==> src/rtl/load_store_unit.sv <==
// Memory-stage load/store unit: formats stores, aligns and extends loads over a req/ready bus,
// stalls the pipeline while an access is in flight, and flags misalignment and bus timeouts.
module load_store_unit #(
  parameter int unsigned TIMEOUT = 255
) (
  input  logic        clk,
  input  logic        rst_n,
  input  logic        mem_read,
  input  logic        mem_write,
  input  logic [2:0]  funct3,
  input  logic [31:0] addr,
  input  logic [31:0] store_data,
  output logic        stall,
  output logic [31:0] data_m,
  output logic        misalign,
  output logic        bus_err,
  output logic        dmem_req,
  output logic        dmem_we,
  output logic [31:0] dmem_addr,
  output logic [31:0] dmem_wdata,
  output logic [3:0]  dmem_wstrb,
  input  logic        dmem_ready,
  input  logic [31:0] dmem_rdata
);

  typedef enum logic [1:0] {StIdle, StBusy, StDone} state_e;

  state_e      state_q;
  logic [7:0]  cnt_q;
  logic [1:0]  off_q;
  logic [1:0]  size_q;
  logic        zext_q;
  logic        store_q;
  logic [31:0] data_m_q;
  logic        bus_err_q;
  logic        dmem_req_q;
  logic        dmem_we_q;
  logic [31:0] dmem_addr_q;
  logic [31:0] dmem_wdata_q;
  logic [3:0]  dmem_wstrb_q;

  logic        req;
  logic        mis;
  logic [3:0]  wstrb_d;
  logic [31:0] wdata_d;
  logic [31:0] lane;
  logic [31:0] load_ext;

  always_comb begin
    req      = mem_read | mem_write;
    // funct3[1] set means word (10 and 11); 01 is half
    mis      = ((funct3[1:0] == 2'b01) & addr[0]) | (funct3[1] & (addr[1:0] != 2'b00));
    misalign = (state_q == StIdle) & req & mis;
    stall    = (state_q == StBusy) | ((state_q == StIdle) & req & ~mis);
  end

  always_comb begin
    wstrb_d = 4'b0000;
    wdata_d = store_data;
    if (funct3[1]) begin
      wstrb_d = 4'b1111;
    end else if (funct3[0]) begin
      wstrb_d = 4'b0011 << addr[1:0];
      wdata_d = {2{store_data[15:0]}};
    end else begin
      wstrb_d = 4'b0001 << addr[1:0];
      wdata_d = {4{store_data[7:0]}};
    end
    if (!mem_write) wstrb_d = 4'b0000;
  end

  always_comb begin
    lane     = dmem_rdata >> {off_q, 3'b000};
    load_ext = dmem_rdata;
    if (!size_q[1]) begin
      if (size_q[0]) load_ext = {{16{~zext_q & lane[15]}}, lane[15:0]};
      else           load_ext = {{24{~zext_q & lane[7]}}, lane[7:0]};
    end
  end

  always_ff @(posedge clk) begin
    if (!rst_n) begin
      state_q      <= StIdle;
      cnt_q        <= '0;
      off_q        <= '0;
      size_q       <= '0;
      zext_q       <= 1'b0;
      store_q      <= 1'b0;
      data_m_q     <= '0;
      bus_err_q    <= 1'b0;
      dmem_req_q   <= 1'b0;
      dmem_we_q    <= 1'b0;
      dmem_addr_q  <= '0;
      dmem_wdata_q <= '0;
      dmem_wstrb_q <= '0;
    end else begin
      bus_err_q <= 1'b0;
      unique case (state_q)
        StIdle: begin
          if (req && !mis) begin
            off_q        <= addr[1:0];
            size_q       <= funct3[1:0];
            zext_q       <= funct3[2];
            store_q      <= mem_write;
            dmem_req_q   <= 1'b1;
            dmem_we_q    <= mem_write;
            dmem_addr_q  <= {addr[31:2], 2'b00};
            dmem_wdata_q <= wdata_d;
            dmem_wstrb_q <= wstrb_d;
            cnt_q        <= '0;
            state_q      <= StBusy;
          end
        end
        StBusy: begin
          if (dmem_ready) begin
            dmem_req_q <= 1'b0;
            if (!store_q) data_m_q <= load_ext;
            state_q <= StDone;
          end else if (cnt_q == 8'(TIMEOUT - 1)) begin
            dmem_req_q <= 1'b0;
            bus_err_q  <= 1'b1;
            if (!store_q) data_m_q <= '0;
            state_q <= StDone;
          end else begin
            cnt_q <= cnt_q + 8'd1;
          end
        end
        StDone: state_q <= StIdle;
        default: state_q <= StIdle;
      endcase
    end
  end

  assign data_m     = data_m_q;
  assign bus_err    = bus_err_q;
  assign dmem_req   = dmem_req_q;
  assign dmem_we    = dmem_we_q;
  assign dmem_addr  = dmem_addr_q;
  assign dmem_wdata = dmem_wdata_q;
  assign dmem_wstrb = dmem_wstrb_q;

endmodule

==> config.mk <==
export PLATFORM = sky130hd
export DESIGN_NAME = load_store_unit
export DESIGN_NICKNAME = d
export VERILOG_FILES = /design/src/rtl/load_store_unit.sv
export SDC_FILE = /design/constraint.sdc
export NUM_CORES = 1
export LEC_CHECK = 0
export BUFFER_PORTS_ARGS = -buffer_cell sky130_fd_sc_hd__buf_2
export CORE_MARGIN = 5
export CORE_UTILIZATION = 49
export CTS_BUF_LIST = sky130_fd_sc_hd__clkbuf_8 sky130_fd_sc_hd__clkbuf_16
export CTS_CLUSTER_DIAMETER = 200
export DETAILED_ROUTE_END_ITERATION = 8
export PLACE_DENSITY = 0.81
export SLEW_MARGIN = 20
export SYNTH_ARGS = -nofsm -noshare
export SYNTH_HDL_FRONTEND = slang
export SYNTH_SLANG_ARGS = --single-unit
==> constraint.sdc <==
create_clock -name clk -period 2.55 [get_ports clk]
set_clock_uncertainty 0.1 [all_clocks]
set_input_delay 0.1275 -clock clk [delete_from_list [all_inputs] [get_ports clk]]
set_output_delay 0.1275 -clock clk [all_outputs]
set_load 0.005 [all_outputs]
==> results.yml <==
run_status:
  status: "finished clean"
cells_and_area:
  multi_input_area_um2: 2700
  diodes: 0
  area_growth_pct: 54.5
  drive_above_1_share_pct: 28.1
  num-nets-final: 996
  ff_latch_area_um2: 2320
  nFillCells: 648
drt:
  drt_pass1_iterations: 5
  via_per_inst: 5.63
  route.detailed.drc: 0
  routed_wl_um: 18900
  initialDrtViolationCount: 585
  drtAntennaViolNets: 0
  drt-wirelength-per-cell_um: 18.2
  vias: 5848
power:
  p_per_area_nw_per_um2: 666
  power.leakage_uw: 0.00368
  irDropWorstVdd_v: 0.000476
critical_path:
  critPathSlowestCell: "dlygate4sd3_1"
  slowest_delay_ns: 0.59
  cp_max_fo: 74
  critPathLaunchType: "input port"
  cp.required_ns: 2.90
  worstPathArrival_ns: 2.76
  end_kind: "register"
  critPathKind: "input port to register"
  crit_chain: "dlygate4sd3_1 -> buf_2 -> a21oi_1 -> o221a_2 -> buf_12 -> nand3_1 -> dlygate4sd3_1 -> a21boi_0"
  crit_top_cell: "dlygate4sd3_1"
placed_design:
  gp_congestion: 0.907
  detailed_place_hpwl_um: 11200
  preCtsSetupSlack_ns: 0.578
  io_buffers: 206
cts:
  cts_made_buffers: 17
  clk_latency_ns: 0.52
  cts_num_sinks: 116
  cts.repair.resized: 0
  tritoncts: "done"
  clkTransAtPathRegs_ns: 0.06
  cts_setup_buffers: 0
  cts_root_buf: "clkbuf_8"
  clockBufferDepth: 2
  htreeDepth: 4
synthesis:
  yosys_register_bits: 116
  synth_warnings: 0
  synth_edf_count: 0
  syn_inst: 592
  synthesis.area_um2: 5240
  ys_seq_area_share_pct: 44.3
  synth-async-reset-ratio_pct: 0
  ys.flop_type: "dfxtp_1"
  synthDistinctLibCells: 49
  yosysTopAreaCell: "dfxtp_1"
  syn_avg_cell_area_um2: 8.85
  synth.top_cell.area_share_pct: 44.3
  synth_area_leaders: "dfxtp_1 (44%), a21boi_0 (9.2%), nand2_1 (8.7%)"
sta:
  max_clock_freq_mhz: 414
  timing.final.crit_share_pct: 94.7
  rsz0062_at_grt: "no"
  worst_slew_pin_slew_ns: 0.884
  worst_slack_ns: 0.135
  slew_viol_final: 0
  finalCriticalPeriod_ns: 2.42
  hold_viol: 0
  fin_tns_setup_ns: 0
  finalSetupViolCount: 0
  slew-limit-headroom_pct: 41.0
run:
  cap_viol_max_count: 0
global_route:
  grt_pass1_vias: 5861
  globalRouteTotalUtil_pct: 28.5
  antenna_found_initial: 0
  gr-total-overflow: 0
  grt_first_pass_wirelength_um: 29500
  grt_max_degree: 75
floorplan:
  start_util_pct: 50.5
  die_area_um2: 12900
  coreArea_um2: 10400
  die_y_um: 113
  die_w_um: 113
  ioPinCount: 209
  num_rows: 37
worst_hold_path:
  hold_path_class: "input port to register"
-- logic make-up after synthesis --
kind of cell,after synthesis,share of synthesized area [%]
AOI/OAI and AO/OA,165,24.5
xor gates and xnor gates,4,0.669
adders and majority gates,2,0.478
buffers and inverters,54,4.56
DFF,116,44.3
muxes,26,5.21
other,1,0.0716
and+or+nand+nor,224,20.1
-- flip-flops by register name, summed over array words and instances (netlist names), 2 cells and up --
name,flops
cnt_q,8
dmem_wdata,32
dmem_wstrb,4
dmem_addr,30
data_m,32
size_q,2
state_q,2
off_q,2
-- report_power, final --
group | internal, µW | switching [µW] | leakage, µW | total [µW]
clock | 1620 | 887 | 0.000298 | 2510
sequential | 1930 | 83.6 | 0.000947 | 2020
combinational | 429 | 433 | 0.00243 | 862
total | 3980 | 1400 | 0.00368 | 5390
-- metal layers --
layer | wire, µm | vias up | global-route usage [%]
met1 | 7070 | 2758 | 31.5
met5 | 0 | - | 0
met4 | 670 | 0 | 12.4
met3 | 1740 | 66 | 9.18
met2 | 9450 | 333 | 50.2
li1 | - | 2691 | -
-- metrics by stage --
step,power [µW],util [%],instances,area [µm²],hold WS [ns]
detailed placement,2740,61.1,895,6340,0.287
floorplan,2420,-,593,5240,0.166
finish,5390,78.0,1039,8090,0.0996
global route,5580,78.0,1039,8090,0.159
global placement,2710,61.1,895,6340,0.278
CTS,5380,78.0,1039,8090,0.0829
-- synth_stat cells, drive strengths merged, types with 2 or more instances --
cell type  number
nand2         121
dfxtp         116
a21boi         64
clkbuf         42
nand2b         28
mux2i          25
o21ai          20
nand3          19
nor2           18
a221o          16
nor2b          13
a21oi          10
buf             9
a211o           8
a32o            8
o211a           8
a2bb2oi         7
o2bb2ai         7
and2            5
o211ai          5
and3            4
nand4           4
nor3            4
xor2            4
inv             3
nor3b           3
a211oi          2
ha              2
-- path summary, 6_finish.rpt --
| path | end | slack [ns] | from | cells past startpoint |
|---|---|---|---|---|
| worst max register to register | dmem_wdata[26] | 0.14 | state_q[0] | 6 |
| worst min register to register | dmem_addr[31] | 0.36 | dmem_addr[31] | 2 |
| worst min-delay path | size_q[1] | 0.1 | funct3[1] | 4 |
| worst max-delay path | dmem_wdata[26] | 0.13 | addr[0] | 8 |
-- layout make-up --
class                           instances  area share, %
Sequential cell                       116           28.7
Clock buffer                           18           5.29
Clock inverter                         14           2.48
Inverter                                3          0.139
Timing Repair Buffer                  329           27.9
Tap cell                              136           2.10
Multi-Input combinational cell        423           33.3
-- worst max-delay path: cells and delay by family --
family	cells	cell delay [ns]
buffers and inverters	4	1.63
AO/OA/AOI/OAI	3	0.86
AND/OR/NAND/NOR	1	0.12
-- cell usage in the layout, fill, tap and decap left out, drive strengths merged, types with 5 or more instances in the layout --
| cell type | Yosys | layout |
|---|---|---|
| nand2b | 28 | 28 |
| clkbuf | 42 | 18 |
| a21boi | 64 | 64 |
| dlygate4sd3 | 0 | 112 |
| nand3 | 19 | 19 |
| nor2b | 13 | 13 |
| a211o | 8 | 8 |
| a2bb2oi | 7 | 7 |
| a21oi | 10 | 10 |
| mux2i | 25 | 25 |
| o211ai | 5 | 5 |
| o21ai | 20 | 20 |
| o2bb2ai | 7 | 7 |
| o211a | 8 | 8 |
| inv | 3 | 6 |
| a221o | 16 | 16 |
| a32o | 8 | 8 |
| dfxtp | 116 | 116 |
| nand2 | 121 | 121 |
| buf | 9 | 217 |
| and2 | 5 | 5 |
| nor2 | 18 | 18 |
-- repair_timing --
| action | CTS | global route |
|---|---|---|
| hold buffers | 112 | 0 |
| endpoints found under the setup margin | 0 | 0 |
| endpoints found under the hold margin | 114 | 0 |
Note: power is estimated with default switching activity, not from simulation.
